==> config.mk <==
export PLATFORM = sky130hd
export DESIGN_NAME = ctrl_pipe
export DESIGN_NICKNAME = d
export VERILOG_FILES = /design/src/rtl/ctrl_pipe_pkg.sv /design/src/rtl/ctrl_pipe_stage.sv /design/src/rtl/ctrl_pipe.sv
export SDC_FILE = /design/constraint.sdc
export NUM_CORES = 1
export LEC_CHECK = 0
export CORE_ASPECT_RATIO = 1.75
export CORE_MARGIN = 2
export CORE_UTILIZATION = 42
export DETAILED_ROUTE_END_ITERATION = 16
export PLACE_DENSITY = 0.94
export REMOVE_ABC_BUFFERS = 1
export SYNTH_ARGS = -nofsm -noshare
export SYNTH_HDL_FRONTEND = slang
export SYNTH_SLANG_ARGS = --single-unit
==> constraint.sdc <==
create_clock -name clock -period 3.7 [get_ports clock]
set_input_delay 0.37 -clock clock [delete_from_list [all_inputs] [get_ports clock]]
set_output_delay 0.37 -clock clock [all_outputs]
set_load 0.02 [all_outputs]
==> src/rtl/ctrl_pipe_pkg.sv <==
// Shared defaults and helpers for the ctrl_pipe control-word pipeline.
// Optional performance counters are enabled with CTRL_PIPE_PERF_EN.
package ctrl_pipe_pkg;

  localparam int CW_DEF      = 16;
  localparam int NSTAGES_DEF = 4;
  localparam int CNT_W_DEF   = 16;
  localparam logic [CW_DEF-1:0] NOP_DEF = '0;

  typedef logic [CW_DEF-1:0] ctrl_word_t;

  // Bits needed to hold values 0..n-1 (at least 1).
  function automatic int idx_w(input int n);
    int w;
    w = 1;
    while ((1 << w) < n) w++;
    return w;
  endfunction

endpackage

==> src/rtl/ctrl_pipe_stage.sv <==
// One control-word register stage with flush, hold and bubble insertion.
// Priority: flush, then hold, then bubble, then load from source.
module ctrl_pipe_stage
  import ctrl_pipe_pkg::*;
#(
  parameter int            CW       = CW_DEF,
  parameter logic [CW-1:0] NOP_WORD = '0
) (
  input  logic          clock,
  input  logic          reset,
  input  logic          src_valid,
  input  logic [CW-1:0] src_ctrl,
  input  logic          load_bubble,
  input  logic          hold,
  input  logic          flush,
  output logic          valid,
  output logic [CW-1:0] ctrl
);

  always_ff @(posedge clock) begin
    if (reset) begin
      valid <= 1'b0;
      ctrl  <= NOP_WORD;
    end else if (flush) begin
      valid <= 1'b0;
      ctrl  <= NOP_WORD;
    end else if (hold) begin
      valid <= valid;
      ctrl  <= ctrl;
    end else if (load_bubble || !src_valid) begin
      valid <= 1'b0;
      ctrl  <= NOP_WORD;
    end else begin
      valid <= 1'b1;
      ctrl  <= src_ctrl;
    end
  end

endmodule

==> src/rtl/ctrl_pipe.sv <==
// Multi-stage control-word pipeline with per-stage stall and flush.
// Define CTRL_PIPE_PERF_EN to build the bubble/flush counters.
module ctrl_pipe
  import ctrl_pipe_pkg::*;
#(
  parameter int            CW       = CW_DEF,
  parameter int            NSTAGES  = NSTAGES_DEF,
  parameter logic [CW-1:0] NOP_WORD = '0,
  parameter int            CNT_W    = CNT_W_DEF
) (
  input  logic                  clock,
  input  logic                  reset,
  input  logic                  in_valid,
  input  logic [CW-1:0]         in_ctrl,
  output logic                  in_ready,
  input  logic [NSTAGES-1:0]    stall,
  input  logic [NSTAGES-1:0]    flush,
  output logic [NSTAGES-1:0]    stage_valid,
  output logic [NSTAGES*CW-1:0] stage_ctrl,
  output logic [CNT_W-1:0]      bubble_cnt,
  output logic [CNT_W-1:0]      flush_cnt
);

  logic [NSTAGES-1:0] hold;
  logic [NSTAGES-1:0] load_bubble;

  // A stall freezes its own stage and every earlier one.
  always_comb begin
    hold = '0;
    hold[NSTAGES-1] = stall[NSTAGES-1];
    for (int i = NSTAGES - 2; i >= 0; i--) begin
      hold[i] = stall[i] | hold[i+1];
    end
  end

  always_comb begin
    load_bubble = '0;
    for (int i = 1; i < NSTAGES; i++) begin
      load_bubble[i] = hold[i-1] & ~hold[i];
    end
  end

  assign in_ready = ~hold[0];

  genvar g;
  generate
    for (g = 0; g < NSTAGES; g++) begin : g_stage
      logic          src_valid;
      logic [CW-1:0] src_ctrl;

      if (g == 0) begin : g_head
        assign src_valid = in_valid;
        assign src_ctrl  = in_ctrl;
      end else begin : g_body
        assign src_valid = stage_valid[g-1];
        assign src_ctrl  = stage_ctrl[(g-1)*CW +: CW];
      end

      ctrl_pipe_stage #(
        .CW       (CW),
        .NOP_WORD (NOP_WORD)
      ) u_stage (
        .clock       (clock),
        .reset       (reset),
        .src_valid   (src_valid),
        .src_ctrl    (src_ctrl),
        .load_bubble (load_bubble[g]),
        .hold        (hold[g]),
        .flush       (flush[g]),
        .valid       (stage_valid[g]),
        .ctrl        (stage_ctrl[g*CW +: CW])
      );
    end
  endgenerate

`ifdef CTRL_PIPE_PERF_EN
  localparam int SW = idx_w(NSTAGES + 1);

  logic [SW-1:0]       bub_n;
  logic [SW-1:0]       fl_n;
  logic [CNT_W+SW-1:0] bsum;
  logic [CNT_W+SW-1:0] fsum;

  // A flushed stage is squashed, so it does not also count as a bubble.
  always_comb begin
    bub_n = '0;
    fl_n  = '0;
    for (int i = 0; i < NSTAGES; i++) begin
      bub_n = bub_n + SW'(load_bubble[i] & ~flush[i]);
      fl_n  = fl_n + SW'(flush[i] & stage_valid[i]);
    end
  end

  assign bsum = {{SW{1'b0}}, bubble_cnt} + {{CNT_W{1'b0}}, bub_n};
  assign fsum = {{SW{1'b0}}, flush_cnt} + {{CNT_W{1'b0}}, fl_n};

  always_ff @(posedge clock) begin
    if (reset) begin
      bubble_cnt <= '0;
      flush_cnt  <= '0;
    end else begin
      if (|bsum[CNT_W+SW-1:CNT_W]) bubble_cnt <= '1;
      else bubble_cnt <= bsum[CNT_W-1:0];
      if (|fsum[CNT_W+SW-1:CNT_W]) flush_cnt <= '1;
      else flush_cnt <= fsum[CNT_W-1:0];
    end
  end
`else
  assign bubble_cnt = '0;
  assign flush_cnt  = '0;
`endif

endmodule

==> qor.csv, run 1 <==
stage;metric;value;unit
run_status;status;complete, no violations;
clock_tree;cts_resized;0;
logic_synthesis;synth_compound_area_share;21.65;%
logic_synthesis;synthDistinctLibCells;26;
cells_and_area;final_area;3528;sq um
cells_and_area;drive_above_1_share;8.815;%
setup_path;endpoint_kind;output port;
detailed_routing;first_pass_iters;7;
global_route;grt_pass1_vias;1792;
logic_synthesis;synth.yosys.seq_area_share;54.16;%
clock_tree;clk_latency;0.33;ns
sta;fmax;350.2;MHz
global_route;grt_max_degree;19;
logic_synthesis;syn-mean-instance-area;10.56;sq um
pwr;clkPwrFrac;39.7;%
hold_path;hp-class;reg -> reg;
clock_tree;post-cts-setup-buffer-count;0;
floorplan;io_pins;128;
logic_synthesis;synth_area;2514;sq um
setup_path;r2r-end;g_stage[2].u_stage.ctrl[15];
setup_path;r2r-start;g_stage[1].u_stage.valid;
clock_tree;cts-root-buf;clkbuf_8;
clock_tree;cts_made_buffers;9;
flow_run;cap_violations;0;
floorplan;rows;37;
hold_path;hold_end;g_stage[0].u_stage.ctrl[4];
placement;dp_hpwl;4547;um
floorplan;die_h;106.3;um
global_route;grt_usage;17.18;%
cells_and_area;antenna_cells;0;
sta;finalHoldViolCount;0;
global_route;grt-ovfl-total;0;
placement;gp_congestion;0.8808;
logic_synthesis;synthMuxAreaShare;0;%
floorplan;start_util;43.09;%
cells_and_area;layout.nets;351;
logic_synthesis;syn_inst;238;
pwr;p_seq_share;53.9;%
sta;clock_skew;0.004771;ns
setup_path;required;3.33;ns
pwr;power.leakage;1.305;nW
pwr;power_density;385.7;nW/um^2
floorplan;die_w;62.48;um
clock_tree;cts_tree;done;
clock_tree;cts_sinks;68;
clock_tree;cts_buffer_depth;2;
detailed_routing;drt_iter0_markers;68;
clock_tree;htree_levels;3;
setup_path;crit_type;in -> out;
global_route;antenna_found_initial;0;
sta;max_slew.worst_pin.slew;1.016;ns
setup_path;reg2regPathDepth;3;
detailed_routing;detail-route-antenna-nets;0;
logic_synthesis;synth_xor_area_share;0;%
setup_path;crit_fanout;18;
detailed_routing;vias_per_cell;4.838;
sta;worst_slew_margin_rel;31.93;%
logic_synthesis;yosys.area_share.simple;10.00;%
detailed_routing;vias;1969;
sta;grt_setup_unrepaired;false;
cells_and_area;final_util;60.49;%
placement;port_buffers;95;
floorplan;dieArea;6644;sq um
global_route;grt_pass1_wl;8942;um
setup_path;cp.arrival;2.49;ns
cells_and_area;area_delta_synth_final;40.37;%
clock_tree;clk_pin_slew;0.06;ns
pwr;p_int;1.061;mW
logic_synthesis;yosys_register_bits;68;
sta;final.setup.tns;0;ns
hold_path;worstHoldPathCells;2;
pwr;p_sw_share;22.03;%
pwr;p_switching;299.8;uW
pwr;power_frac_comb;6.4;%
sta;fin_crit_sh;77.19;%
detailed_routing;wl_per_cell;14.32;um
placement;dpl-instance-area;3347;sq um
setup_path;critPathLaunchType;input pin;
clock_tree;postCtsHoldBufs;0;
pwr;vdd.ir_drop.worst;280.4;uV
sta;slew_viol_final;0;
detailed_routing;wl;5829;um
floorplan;core;5833;sq um
hold_path;worstHoldStart;g_stage[0].u_stage.ctrl[4];
setup_path;rrSetupSlack;1.87;ns
logic_synthesis;synth_top_family_by_area;compound AO/OA/AOI/OAI gates;
detailed_routing;drc_errors;0;
logic_synthesis;synth_fa_ha_area_share;0;%
logic_synthesis;yosysWarnings;0;
sta;fin_crit;2.856;ns
sta;setup_viol_count_final;0;
==> worst max-delay path, cell delays in order <==
cell and delay [ns]:
clkdlybuf4s50_1 0.52, or4_1 0.61, clkinv_1 0.31, clkdlybuf4s50_1 0.68
==> synthesized netlist by cell type (all sizes together) <==
cell type,instances,area (sq um)
conb,1,3.750
a211oi,1,7.510
or2,1,6.260
nand3,16,80.08
dfxtp,68,1361
nand2,18,67.56
and3,1,6.260
clkinv,1,3.750
a21oi,17,85.08
or4,1,7.510
clkbuf,10,37.54
nor4b,1,23.77
a22o,48,431.7
a22oi,1,7.510
o21ai,1,5.000
nor2,2,7.510
or4b,1,10.01
buf,42,311.5
a21o,1,7.510
and2,1,6.260
nor3,5,36.29
==> worst max-delay path by stage <==
stage                     startpoint                           to  slack [ns]  cells after the start
final                       stall[3]                     in_ready        0.84                      4
after CTS                   stall[3]                     in_ready        0.87                      4
after global placement      stall[3]                     in_ready        0.92                      4
after global routing        stall[3]                     in_ready        0.78                      4
after floorplan             stall[3]  g_stage[1].u_stage.ctrl[10]        1.62                      3
after detailed placement    stall[3]                     in_ready        0.89                      4
==> logic make-up after synthesis <==
logic type / after synthesis
AOI/OAI and AO/OA: 69
buffers and inverters: 53
DFF: 68
other: 1
and+or+nand+nor: 47
==> cell type report <==
type	count	area [sq um]
fill	477	2305
sequential	68	1361
timing repair buffer	96	958.4
multi-input combinational	148	925.9
clock buffer	15	176.4
tap	78	97.59
clock inverter	1	5.005
inverter	1	3.754
==> power by group through the flow <==
stage / logic [mW] / clock network, mW / registers (mW)
detailed placement: 0.0862 / 0 / 0.750
finish: 0.0875 / 0.540 / 0.734
global route: 0.0932 / 0.583 / 0.733
CTS: 0.0865 / 0.551 / 0.734
floorplan: 0.0424 / 0 / 0.751
global placement: 0.0850 / 0 / 0.750
==> layer usage <==
metal | track usage, % | share of wire, % | vias to the layer above
met4 | 11.75 | 3.0 | 0
met1 | 17.43 | 38 | 903
met5 | 0 | 0 | -
li1 | - | - | 959
met2 | 31.64 | 53 | 94
met3 | 2.646 | 5.8 | 13
==> cells in the final DEF, fill, tap and decap left out <==
cell	count
dfxtp_1	68
a22o_2	9
conb_1	32
o21ai_0	1
clkinv_2	1
or4b_2	1
a211oi_1	1
or4_1	1
clkbuf_1	3
a22oi_1	1
clkbuf_8	12
buf_4	1
nor3_2	2
or2_2	1
a22o_1	39
nor4b_4	1
clkdlybuf4s50_1	95
and2_0	1
nand3_1	16
nand2_1	18
nor3_4	1
nor3_1	2
a21oi_1	17
clkinv_1	1
and3_1	1
a21o_1	1
nor2_1	2
==> state kept, by name, summed over array words and instances, names as in the netlist <==
| name | count |
|---|---|
| g_stage.u_stage.valid | 4 |
| g_stage.u_stage.ctrl | 64 |
==> per-stage QoR <==
step           hold WS, ns  std cells  total power [mW]  setup slack [ns]
2_1_floorplan       0.4428        217            0.7933             1.618
3_3_place_gp        0.4539        391            0.8349            0.9159
3_5_place_dp        0.4612        391            0.8362            0.8919
4_1_cts             0.4695        407             1.371            0.8735
5_1_grt             0.4925        407             1.409            0.7795
6_report            0.4688        407             1.361            0.8441
No activity file was read; power rests on OpenSTA's default activity.
==> run 2: changes to the inputs <==
--- a/config.mk
+++ b/config.mk
@@ -7,9 +7,9 @@
 export LEC_CHECK = 0
 export CORE_ASPECT_RATIO = 1.75
 export CORE_MARGIN = 2
-export CORE_UTILIZATION = 42
+export CORE_UTILIZATION = 36
 export DETAILED_ROUTE_END_ITERATION = 16
-export PLACE_DENSITY = 0.94
+export PLACE_DENSITY = 0.86
 export REMOVE_ABC_BUFFERS = 1
 export SYNTH_ARGS = -nofsm -noshare
 export SYNTH_HDL_FRONTEND = slang
==> constraint.sdc (replaced) <==
create_clock -name clock -period 2.6 [get_ports clock]
set_input_delay 0.26 -clock clock [delete_from_list [all_inputs] [get_ports clock]]
set_output_delay 0.26 -clock clock [all_outputs]
set_load 0.02 [all_outputs]
==> qor.csv, run 2 (synthesized netlist as in run 1, its figures left out) <==
stage;metric;value;unit;change
detailed_routing;drt_iter0_markers;58;;-15%
cells_and_area;final_util;53.24;%;-7.3 points
clock_tree;cts_made_buffers;9;;unchanged
cells_and_area;antenna_cells;0;;unchanged
setup_path;critPathLaunchType;input pin;;
hold_path;worstHoldPathCells;2;;unchanged
clock_tree;cts_tree;done;;
setup_path;endpoint_kind;output port;;
placement;dpl-instance-area;3377;sq um;+0.90%
sta;fin_crit_sh;88.81;%;
sta;finalHoldViolCount;0;;unchanged
cells_and_area;final_area;3623;sq um;+2.7%
global_route;grt_pass1_vias;1846;;+3.0%
setup_path;cp.arrival;2.05;ns;-0.44 ns
cells_and_area;reg_top3;g_stage.u_stage.ctrl x64, g_stage.u_stage.valid x4;;
detailed_routing;wl;5901;um;+1.2%
global_route;grt_max_degree;19;;unchanged
placement;port_buffers;95;;unchanged
detailed_routing;drc_errors;0;;unchanged
pwr;vdd.ir_drop.worst;307.1;uV;+9.5%
clock_tree;cts-root-buf;clkbuf_16;;
detailed_routing;detail-route-antenna-nets;0;;unchanged
cells_and_area;largest_register_ff_count;64;;unchanged
pwr;power_density;604.6;nW/um^2;+57%
clock_tree;htree_levels;3;;unchanged
setup_path;reg2regPathDepth;4;;+1
placement;dp_hpwl;4677;um;+2.9%
sta;worst_slew_margin_rel;34.00;%;+2.1 points
global_route;grt_usage;15.70;%;-1.5 points
global_route;grt_pass1_wl;9039;um;+1.1%
floorplan;start_util;36.93;%;-6.2 points
floorplan;die_w;67.17;um;+7.5%
cells_and_area;top_register;g_stage.u_stage.ctrl;;
floorplan;dieArea;7693;sq um;+16%
run_status;status;complete, no violations;;
detailed_routing;wl_per_cell;14.32;um;about the same
setup_path;required;2.34;ns;-0.99 ns
pwr;power.leakage;1.348;nW;+3.3%
global_route;grt-ovfl-total;0;;unchanged
detailed_routing;vias;1966;;-0.15%
sta;setup_viol_count_final;0;;unchanged
sta;max_slew.worst_pin.slew;0.9846;ns;-0.03095 ns
sta;clock_skew;0.004145;ns;-0.0006251 ns
clock_tree;post-cts-setup-buffer-count;0;;unchanged
global_route;antenna_found_initial;0;;unchanged
flow_run;cap_violations;0;;unchanged
cells_and_area;drive_above_1_share;8.841;%;+0.027 points
floorplan;io_pins;128;;unchanged
setup_path;crit_type;in -> out;;
clock_tree;cts_resized;0;;unchanged
cells_and_area;final_cell_mix;clkdlybuf4s50_1 (95), dfxtp_1 (68), a22o_1 (39);;
cells_and_area;area_delta_synth_final;44.15;%;
clock_tree;postCtsHoldBufs;0;;unchanged
hold_path;hp-class;reg -> reg;;
cells_and_area;final_common_cell;clkdlybuf4s50_1;;
cells_and_area;nFillCells;629;;+32%
clock_tree;cts_buffer_depth;2;;unchanged
cells_and_area;layout.nets;354;;+0.85%
cells_and_area;multiInputGateArea;925.9;sq um;unchanged
sta;fmax;433.1;MHz;
detailed_routing;vias_per_cell;4.772;;-1.4%
placement;gp_congestion;0.7285;;-17%
clock_tree;clk_pin_slew;0.05;ns;about the same
sta;fin_crit;2.309;ns;
sta;final.setup.tns;0;ns;unchanged
cells_and_area;regArea;1361;sq um;unchanged
floorplan;core;6807;sq um;+17%
setup_path;crit_fanout;7;;-11
floorplan;die_h;114.5;um;+7.7%
sta;slew_viol_final;0;;unchanged
clock_tree;clk_latency;0.32;ns;about the same
clock_tree;cts_sinks;68;;unchanged
detailed_routing;first_pass_iters;4;;-3
floorplan;rows;40;;+8.1%
sta;grt_setup_unrepaired;false;;
run 2: power breakdown:
part           internal, mW  switching (mW)
combinational        0.0432          0.0808
clock                 0.648           0.372
sequential             1.05         0.00109
total                  1.74           0.454
run 2: layout make-up:
type,count,share of cell area (%)
clock buffers,12,6.802
flip-flops and latches,68,37.57
repair buffers,99,27.07
multi-input cells,148,25.55
well taps,84,2.901
inverters,1,0.1036
run 2: metrics by stage:
step | instances | hold slack [ns] | total power, mW | setup WS, ns
floorplan | 217 | 0.3328 | 1.129 | 0.6275
global placement | 400 | 0.4555 | 1.189 | 0.2998
detailed placement | 400 | 0.4636 | 1.190 | 0.2948
CTS | 412 | 0.4693 | 2.216 | 0.2838
global route | 412 | 0.4880 | 2.271 | 0.2311
finish | 412 | 0.4700 | 2.191 | 0.2909
run 2: per-layer routing:
metal,global-route usage (%),part of all wire [%],up-vias
met5,0,0,-
met4,8.571,2.1,0
met3,3.736,5.8,10
met2,28.18,54,88
met1,16.09,38,903
li1,-,-,965
run 2: worst max-delay path: stages:
cell	delay [ns]
clkdlybuf4s50_1	0.49
or4_1	0.61
clkinv_1	0.09
clkdlybuf4s50_1	0.60
run 2: final timing paths:
kind | to | startpoint | slack, ns
worst max-delay path | in_ready | stall[3] | 0.29
worst min-delay path | g_stage[0].u_stage.ctrl[4] | g_stage[0].u_stage.ctrl[4] | 0.47
worst max register to register | g_stage[2].u_stage.ctrl[6] | g_stage[1].u_stage.valid | 1.00
worst min register to register | g_stage[0].u_stage.ctrl[4] | g_stage[0].u_stage.ctrl[4] | 0.47
